### src/rtl/diff_serial_tx.sv
// Framed serial transmitter driving an off-chip differential pair.
// Each accepted word goes out as start bit, data LSB first, optional parity
// bit and stop bit. The serial line is a single register feeding the output
// buffer directly, so the pads switch only on clock edges and on reset.
//
// state    | meaning
// ---------+------------------------------------------------------------
// S_IDLE   | line high, in_ready high, waiting for in_valid
// S_START  | line low for one bit time
// S_DATA   | line = shift[0], one bit time per data bit, LSB first
// S_PARITY | line = parity bit for one bit time (only when enabled)
// S_STOP   | line high for one bit time, then back to S_IDLE

// Behavioural stand-in for the vendor OBUFDS cell: o follows i, ob is its
// complement. Kept as its own module so the pad buffer is a distinct cell
// fed only by the line register.
module diff_serial_tx_obufds (
  input  logic i,
  output logic o,
  output logic ob
);

  assign o  = i;
  assign ob = ~i;

endmodule

module diff_serial_tx #(
  parameter int DATA_WIDTH   = 8,
  parameter int CLKS_PER_BIT = 4,
  parameter int PARITY       = 0
) (
  input  logic                  clk,
  input  logic                  rst_n,
  input  logic [DATA_WIDTH-1:0] in_data,
  input  logic                  in_valid,
  output logic                  in_ready,
  output logic                  busy,
  output logic                  tx_p,
  output logic                  tx_n
);

  // Counters are at least one bit wide so CLKS_PER_BIT = 1 and
  // DATA_WIDTH = 1 still elaborate to legal vectors.
  localparam int CW = (CLKS_PER_BIT > 1) ? $clog2(CLKS_PER_BIT) : 1;
  localparam int BW = (DATA_WIDTH > 1) ? $clog2(DATA_WIDTH) : 1;

  localparam logic [CW-1:0] CYC_LAST = CW'(CLKS_PER_BIT - 1);
  localparam logic [BW-1:0] BIT_LAST = BW'(DATA_WIDTH - 1);

  // Parity value 3 falls through as "no parity".
  localparam bit PAR_EN  = (PARITY == 1) || (PARITY == 2);
  localparam bit PAR_ODD = (PARITY == 2);

  typedef enum logic [2:0] {
    S_IDLE,
    S_START,
    S_DATA,
    S_PARITY,
    S_STOP
  } state_t;

  state_t                  state;
  logic                    line;
  logic [BW-1:0]           bit_cnt;
  logic [CW-1:0]           cyc_cnt;
  logic [DATA_WIDTH-1:0]   shift;
  logic                    par_bit;

  logic                    bit_end;
  logic                    accept;
  logic [DATA_WIDTH-1:0]   shift_next;

  // Bit boundary, handshake and next shift value.
  assign bit_end    = (cyc_cnt == CYC_LAST);
  assign accept     = in_valid && in_ready;
  assign shift_next = shift >> 1;

  // Frame sequencer: state, counters, shift register, line and handshake.
  always_ff @(posedge clk or negedge rst_n) begin
    if (!rst_n) begin
      state    <= S_IDLE;
      line     <= 1'b1;
      in_ready <= 1'b0;
      busy     <= 1'b0;
      bit_cnt  <= '0;
      cyc_cnt  <= '0;
      shift    <= '0;
      par_bit  <= 1'b0;
    end else begin
      case (state)
        S_IDLE: begin
          line    <= 1'b1;
          cyc_cnt <= '0;
          bit_cnt <= '0;
          if (accept) begin
            shift    <= in_data;
            par_bit  <= (^in_data) ^ PAR_ODD;
            state    <= S_START;
            line     <= 1'b0;
            in_ready <= 1'b0;
            busy     <= 1'b1;
          end else begin
            in_ready <= 1'b1;
          end
        end

        S_START: begin
          if (bit_end) begin
            cyc_cnt <= '0;
            state   <= S_DATA;
            line    <= shift[0];
          end else begin
            cyc_cnt <= cyc_cnt + CW'(1);
          end
        end

        S_DATA: begin
          if (bit_end) begin
            cyc_cnt <= '0;
            if (bit_cnt == BIT_LAST) begin
              bit_cnt <= '0;
              if (PAR_EN) begin
                state <= S_PARITY;
                line  <= par_bit;
              end else begin
                state <= S_STOP;
                line  <= 1'b1;
              end
            end else begin
              bit_cnt <= bit_cnt + BW'(1);
              shift   <= shift_next;
              line    <= shift_next[0];
            end
          end else begin
            cyc_cnt <= cyc_cnt + CW'(1);
          end
        end

        S_PARITY: begin
          if (bit_end) begin
            cyc_cnt <= '0;
            state   <= S_STOP;
            line    <= 1'b1;
          end else begin
            cyc_cnt <= cyc_cnt + CW'(1);
          end
        end

        S_STOP: begin
          line <= 1'b1;
          if (bit_end) begin
            cyc_cnt  <= '0;
            state    <= S_IDLE;
            in_ready <= 1'b1;
            busy     <= 1'b0;
          end else begin
            cyc_cnt <= cyc_cnt + CW'(1);
          end
        end

        default: begin
          state    <= S_IDLE;
          line     <= 1'b1;
          in_ready <= 1'b0;
          busy     <= 1'b0;
          cyc_cnt  <= '0;
          bit_cnt  <= '0;
        end
      endcase
    end
  end

  diff_serial_tx_obufds u_obufds (
    .i  (line),
    .o  (tx_p),
    .ob (tx_n)
  );

endmodule

### config.mk
export PLATFORM = sky130hd
export DESIGN_NAME = diff_serial_tx
export DESIGN_NICKNAME = d
export VERILOG_FILES = /design/src/rtl/diff_serial_tx.sv
export SDC_FILE = /design/constraint.sdc
export NUM_CORES = 1
export LEC_CHECK = 0
export CAP_MARGIN = 25
export CORE_MARGIN = 10
export CORE_UTILIZATION = 35
export DETAILED_ROUTE_END_ITERATION = 10
export GPL_ROUTABILITY_DRIVEN = 1
export HOLD_SLACK_MARGIN = 0.12
export SKIP_CTS_REPAIR_TIMING = 1
export SYNTH_ARGS = -nofsm -noshare
export SYNTH_HDL_FRONTEND = slang
export SYNTH_SLANG_ARGS = --single-unit
### constraint.sdc
create_clock -name clk -period 1.4 [get_ports clk]
set_input_delay 0.28 -clock clk [delete_from_list [all_inputs] [get_ports clk]]
set_output_delay 0.28 -clock clk [all_outputs]
set_load 0.005 [all_outputs]
==> results.json, run 1 <==
{
  "ir_drop_mv": 0.656,
  "wl_mm": 2.70,
  "drive_gt1_frac": 0.328,
  "layout_common_cells": "17 x dfrtp_1, 14 x buf_4, 10 x clkdlybuf4s50_1, 8 x o21ai_0",
  "grt_pass1_wl_mm": 4.36,
  "period_needed_ns": 1.46,
  "finalNetCount": 150,
  "drv_cap": 0,
  "synthCells": 107,
  "rsz0062_at_grt": "yes",
  "drcViolationCount": 0,
  "timing.final.crit_share": 1.04,
  "clkTransAtPathRegs_ns": 0.12,
  "clkSinkCount": 19,
  "drv_slew": 0,
  "fmax_mhz": 687,
  "hpwl_mm": 1.94,
  "yosys_register_bits": 19,
  "viasPerCell": 5.08,
  "cp-start-kind": "flop",
  "ant_nets": 0,
  "fillers": 302,
  "io_pins": 15,
  "tightest_slew_ns": 0.258,
  "cp.arrival_ns": 1.65,
  "initialDrtViolationCount": 45,
  "fin_skew_ns": 0.00355,
  "power.density_mw_per_mm2": 1830,
  "antenna_found_initial": 0,
  "insertion_delay_ns": 0.30,
  "grt_pass1_vias": 920,
  "syn_area_per_cell_um2": 10.8,
  "fp.dieArea_mm2": 0.00600,
  "hold_viol": 0,
  "rows": 20,
  "fin_setup_tns_ns": -0.349,
  "core_mm2": 0.00310,
  "r2r_slack_ns": -0.06,
  "floorplan.initialDensity": 0.372,
  "gp_congestion": 0.823,
  "leakagePower_nw": 0.648,
  "min_path_type": "in2async",
  "wl_per_cell_um": 15.1,
  "setup_ws_ns": -0.0565,
  "setup_viol": 7,
  "status": "finished with violations",
  "p_total_mw": 2.86,
  "relSlewSlack": 0.825,
  "synth_warnings": 0,
  "cts_tree": "yes",
  "end_kind": "flop",
  "cts-buffers-inserted": 3,
  "ys_types": 36,
  "die_w_um": 77.4,
  "seq_area_frac_synth": 0.413,
  "grt_max_degree": 20,
  "clockBufferDepth": 2,
  "overflow": 0,
  "synth_fp_nets": 122,
  "via_count": 904,
  "violations": "negative setup slack",
  "firstDrtPassIters": 4,
  "dieHeight_um": 77.4,
  "gr-usage-all-layers": 0.0855,
  "io_buffer_count": 14,
  "worstPathRequired_ns": 1.60,
  "final_common_cell": "dfrtp_1",
  "crit_fanout": 7,
  "synth_area_mm2": 0.00115,
  "clockRootBuffer": "clkbuf_4",
  "antennaDiodeCount": 0,
  "htreeDepth": 1,
  "syn_to_final_growth_pct": 35.0,
  "path_class": "reg2reg"
}
final cells by class:
| class | instances | area (µm²) | area share |
|---|---|---|---|
| timing repair buffer | 29 | 267 | 0.171 |
| tap | 44 | 55.1 | 0.0353 |
| multi-input combinational | 76 | 708 | 0.454 |
| sequential | 19 | 478 | 0.307 |
| inverter | 6 | 25.0 | 0.0161 |
| clock buffer | 4 | 26.3 | 0.0169 |
state kept, by name, summed over array words and instances, names as in the netlist:
register  count
bit_cnt       3
busy          1
cyc_cnt       2
in_ready      1
line          1
shift         8
state         3
worst max-delay path, stage by stage (launching register included):
cell and delay (ns):
dfrtp_1 0.44, ha_4 0.18, ha_4 0.15, nand2b_4 0.14, a211oi_4 0.20, buf_6 0.18, a2bb2oi_2 0.06
metrics by stage:
| step | util | worst slack [ns] | std cells | area, µm² | hold WS [ns] |
|---|---|---|---|---|---|
| after floorplan | - | -0.0102 | 107 | 1180 | -0.0156 |
| after global placement | 0.459 | -0.208 | 171 | 1420 | 0.427 |
| after detailed placement | 0.459 | -0.233 | 171 | 1420 | 0.444 |
| after CTS | 0.467 | -0.243 | 175 | 1450 | 0.303 |
| after global routing | 0.502 | -0.0888 | 178 | 1560 | 0.305 |
| final | 0.502 | -0.0565 | 178 | 1560 | 0.300 |
routing by layer:
metal | routed length (µm) | track usage | vias to the layer above
li1 | - | - | 444
met1 | 1310 | 0.108 | 440
met2 | 1250 | 0.131 | 18
met3 | 117 | 0.0311 | 2
met4 | 15 | 0.0292 | 0
met5 | 0 | 0 | -
path summary, 6_finish.rpt:
check,from,end,depth (start not counted)
min,rst_n,state[2],2
max reg2reg,bit_cnt[0],shift[5],6
min in group clk,cyc_cnt[0],cyc_cnt[0],1
max,bit_cnt[0],shift[5],6
min reg2reg,cyc_cnt[0],cyc_cnt[0],1
max in group asynchronous,rst_n,line,2
synthesized netlist by cell type, drive strengths merged:
| master | n | share of area |
|---|---|---|
| dfrtp | 18 | 0.39 |
| o21ai | 11 | 0.048 |
| nand2b | 8 | 0.043 |
| a2bb2oi | 7 | 0.053 |
| mux2i | 7 | 0.061 |
| inv | 6 | 0.020 |
| buf | 5 | 0.030 |
| nor2 | 5 | 0.018 |
| ha | 4 | 0.043 |
| nand2 | 4 | 0.013 |
| a211oi | 3 | 0.030 |
| nor2b | 3 | 0.016 |
| a21oi | 2 | 0.0087 |
| and3b | 2 | 0.015 |
| and4bb | 2 | 0.022 |
| nor3 | 2 | 0.018 |
| nor3b | 2 | 0.022 |
| o21a | 2 | 0.013 |
| or2 | 2 | 0.011 |
| a21o | 1 | 0.0065 |
| a221o | 1 | 0.0087 |
| a221oi | 1 | 0.013 |
| a22o | 1 | 0.015 |
| a32oi | 1 | 0.0076 |
| clkbuf | 1 | 0.0032 |
| dfstp | 1 | 0.023 |
| nand3b | 1 | 0.017 |
| nor4b | 1 | 0.0076 |
| o2bb2ai | 1 | 0.0076 |
| o311ai | 1 | 0.0076 |
| xnor2 | 1 | 0.0076 |
power breakdown:
part / total [mW] / switching (mW) / internal, mW
clock: 0.295 / 0.184 / 0.111
combinational: 1.58 / 0.715 / 0.868
sequential: 0.980 / 0.192 / 0.787
cells by family after synthesis:
family | Yosys count | synth area share
AOI/OAI and AO/OA | 32 | 0.219
xor gates and xnor gates | 1 | 0.00759
and+or+nand+nor | 32 | 0.204
muxes | 7 | 0.0607
buffers and inverters | 12 | 0.0531
DFF | 19 | 0.413
adders and majority gates | 4 | 0.0433
No activity file was read; power rests on OpenSTA's default activity.
==> run 2: changes to the inputs <==
==> constraint.sdc (replaced) <==
create_clock -name clk -period 1.4 [get_ports clk]
set_input_delay 0.28 -clock clk [delete_from_list [all_inputs] [get_ports clk]]
set_output_delay 0.28 -clock clk [all_outputs]
set_load 0.01 [all_outputs]
==> run 2 against run 1 <==
The run still ends with negative setup slack left. Die area is the same. Clock power shrank 4%. Setup slack improved by 0.0076 ns. Combinational power grew 5%. Fmax is 0.52% higher. First-iteration DRC count fell by 44%. Power is 2.0% higher. Routed wire length grew 0.37%. Via count rose by 1.7%. Worst hold slack better by 0.011 ns. Design area rose by 0.80%. Critical endpoint is now shift[1].
==> results.json, run 2 (synthesis gave the netlist of run 1 again) <==
{
  "status": "finished with violations",
  "violations": "negative setup slack",
  "htreeDepth": 1,
  "timing.final.crit_share": 1.03,
  "power.density_mw_per_mm2": 1850,
  "worstSetupStartpoint": "bit_cnt[0]",
  "final_common_cell": "dfrtp_1",
  "endpoint": "shift[1]",
  "antennaDiodeCount": 0,
  "crit_top_cell": "ha_4",
  "fp.dieArea_mm2": 0.00600,
  "critPathMaxStageDelay_ns": 0.43,
  "insertion_delay_ns": 0.30,
  "io_buffer_count": 14,
  "cts_tree": "yes",
  "cp_top_family": "flip-flops",
  "ir_drop_mv": 0.764,
  "finalNetCount": 151,
  "worstPathRequired_ns": 1.59,
  "viasPerCell": 5.13,
  "p_total_mw": 2.91,
  "tightest_slew_ns": 0.258,
  "clkSinkCount": 19,
  "crit_buf_inv": 1,
  "drcViolationCount": 0,
  "path_class": "reg2reg",
  "r2r_slack_ns": -0.05,
  "grt_max_degree": 20,
  "via_count": 919,
  "pre_cts_slack_ns": -0.220,
  "cp_num_cells": 6,
  "layout_common_cells": "18 x dfrtp_1, 15 x buf_4, 10 x clkdlybuf4s50_1, 9 x o21ai_0",
  "r2r_cells": 6,
  "largest_reg_flops": 8,
  "core_mm2": 0.00310,
  "grt_pass1_wl_mm": 4.71,
  "gr-usage-all-layers": 0.0948,
  "syn_to_final_growth_pct": 36.1,
  "relSlewSlack": 0.828,
  "setup_ws_ns": -0.0489,
  "drive_gt1_frac": 0.341,
  "wl_mm": 2.71,
  "rows": 20,
  "hold_ws_ns": 0.311,
  "die_w_um": 77.4,
  "top_regs": "shift: 8 flops, bit_cnt: 3 flops, state: 3 flops",
  "cp-start-kind": "flop",
  "cp.arrival_ns": 1.64,
  "clockRootBuffer": "clkbuf_4",
  "rsz0062_at_grt": "yes",
  "dieHeight_um": 77.4,
  "floorplan.initialDensity": 0.372,
  "firstDrtPassIters": 4,
  "period_needed_ns": 1.45,
  "clkTransAtPathRegs_ns": 0.11,
  "initialDrtViolationCount": 25,
  "regMostFlops": "shift",
  "hpwl_mm": 2.06,
  "drv_cap": 0,
  "path_cells": "ha_4 > ha_4 > nand2b_4 > a211oi_4 > buf_6 > a2bb2oi_2",
  "crit_fanout": 7,
  "gp_congestion": 0.759,
  "overflow": 0,
  "hold_viol": 0,
  "ant_nets": 0,
  "drv_slew": 0,
  "io_pins": 15,
  "clockBufferDepth": 2,
  "wl_per_cell_um": 15.1,
  "antenna_found_initial": 0,
  "grt_pass1_vias": 985,
  "fmax_mhz": 690,
  "min_path_type": "in2async",
  "r2r-start": "bit_cnt[0]",
  "crit_path_top_delay_cell": "dfrtp_1",
  "r2r_end": "shift[1]",
  "setup_viol": 7,
  "leakagePower_nw": 0.648,
  "end_kind": "flop",
  "fin_skew_ns": 0.00681,
  "cts-buffers-inserted": 3
}
==> run 2: cell count changes in the layout (fill, tap and decap cells not counted) <==
cell | previous run | this run
clkbuf_2 | 0 | 1
o311ai_2 | 0 | 1
dlymetal6s2s_1 | 4 | 3
o311ai_1 | 1 | 0
o21ai_1 | 3 | 2
nor3b_4 | 1 | 2
dfrtp_1 | 17 | 18
o21ai_0 | 8 | 9
nor3b_2 | 1 | 0
dfrtp_2 | 1 | 0
buf_4 | 14 | 15
==> run 2: cell type report <==
type                            count  area, µm²
Timing Repair Buffer               30        267
Fill cell                         307       1530
Inverter                            6       25.0
Multi-Input combinational cell     76        722
Tap cell                           44       55.1
Sequential cell                    19        477
Clock buffer                        4       26.3
==> run 2: metal layers <==
| layer | track usage | wire [µm] |
|---|---|---|
| met4 | 0.0383 | 25 |
| met5 | 0 | 0 |
| met3 | 0.0300 | 103 |
| met2 | 0.146 | 1290 |
| met1 | 0.119 | 1290 |
==> run 2: per-stage QoR <==
| step | cells | TNS, ns | utilization | instance area, µm² |
|---|---|---|---|---|
| finish | 179 | -0.278 | 0.506 | 1570 |
| floorplan | 107 | -0.0716 | - | 1180 |
| global placement | 175 | -1.53 | 0.469 | 1450 |
| detailed placement | 175 | -1.75 | 0.469 | 1450 |
| global route | 179 | -0.765 | 0.506 | 1570 |
| CTS | 179 | -1.53 | 0.477 | 1480 |
==> run 2: where the power goes <==
group	leakage [nW]	internal (mW)	switching [mW]
sequential	0.227	0.785	0.188
combinational	0.406	0.896	0.764
clock	0.0150	0.111	0.171
total	0.648	1.79	1.12
==> run 2: how the worst min path moves through the flow <==
stage                       to  cells after the start
floorplan           bit_cnt[0]                      0
global placement    cyc_cnt[0]                      1
detailed placement  cyc_cnt[0]                      1
CTS                   in_ready                      2
global route          in_ready                      2
finish                in_ready                      2
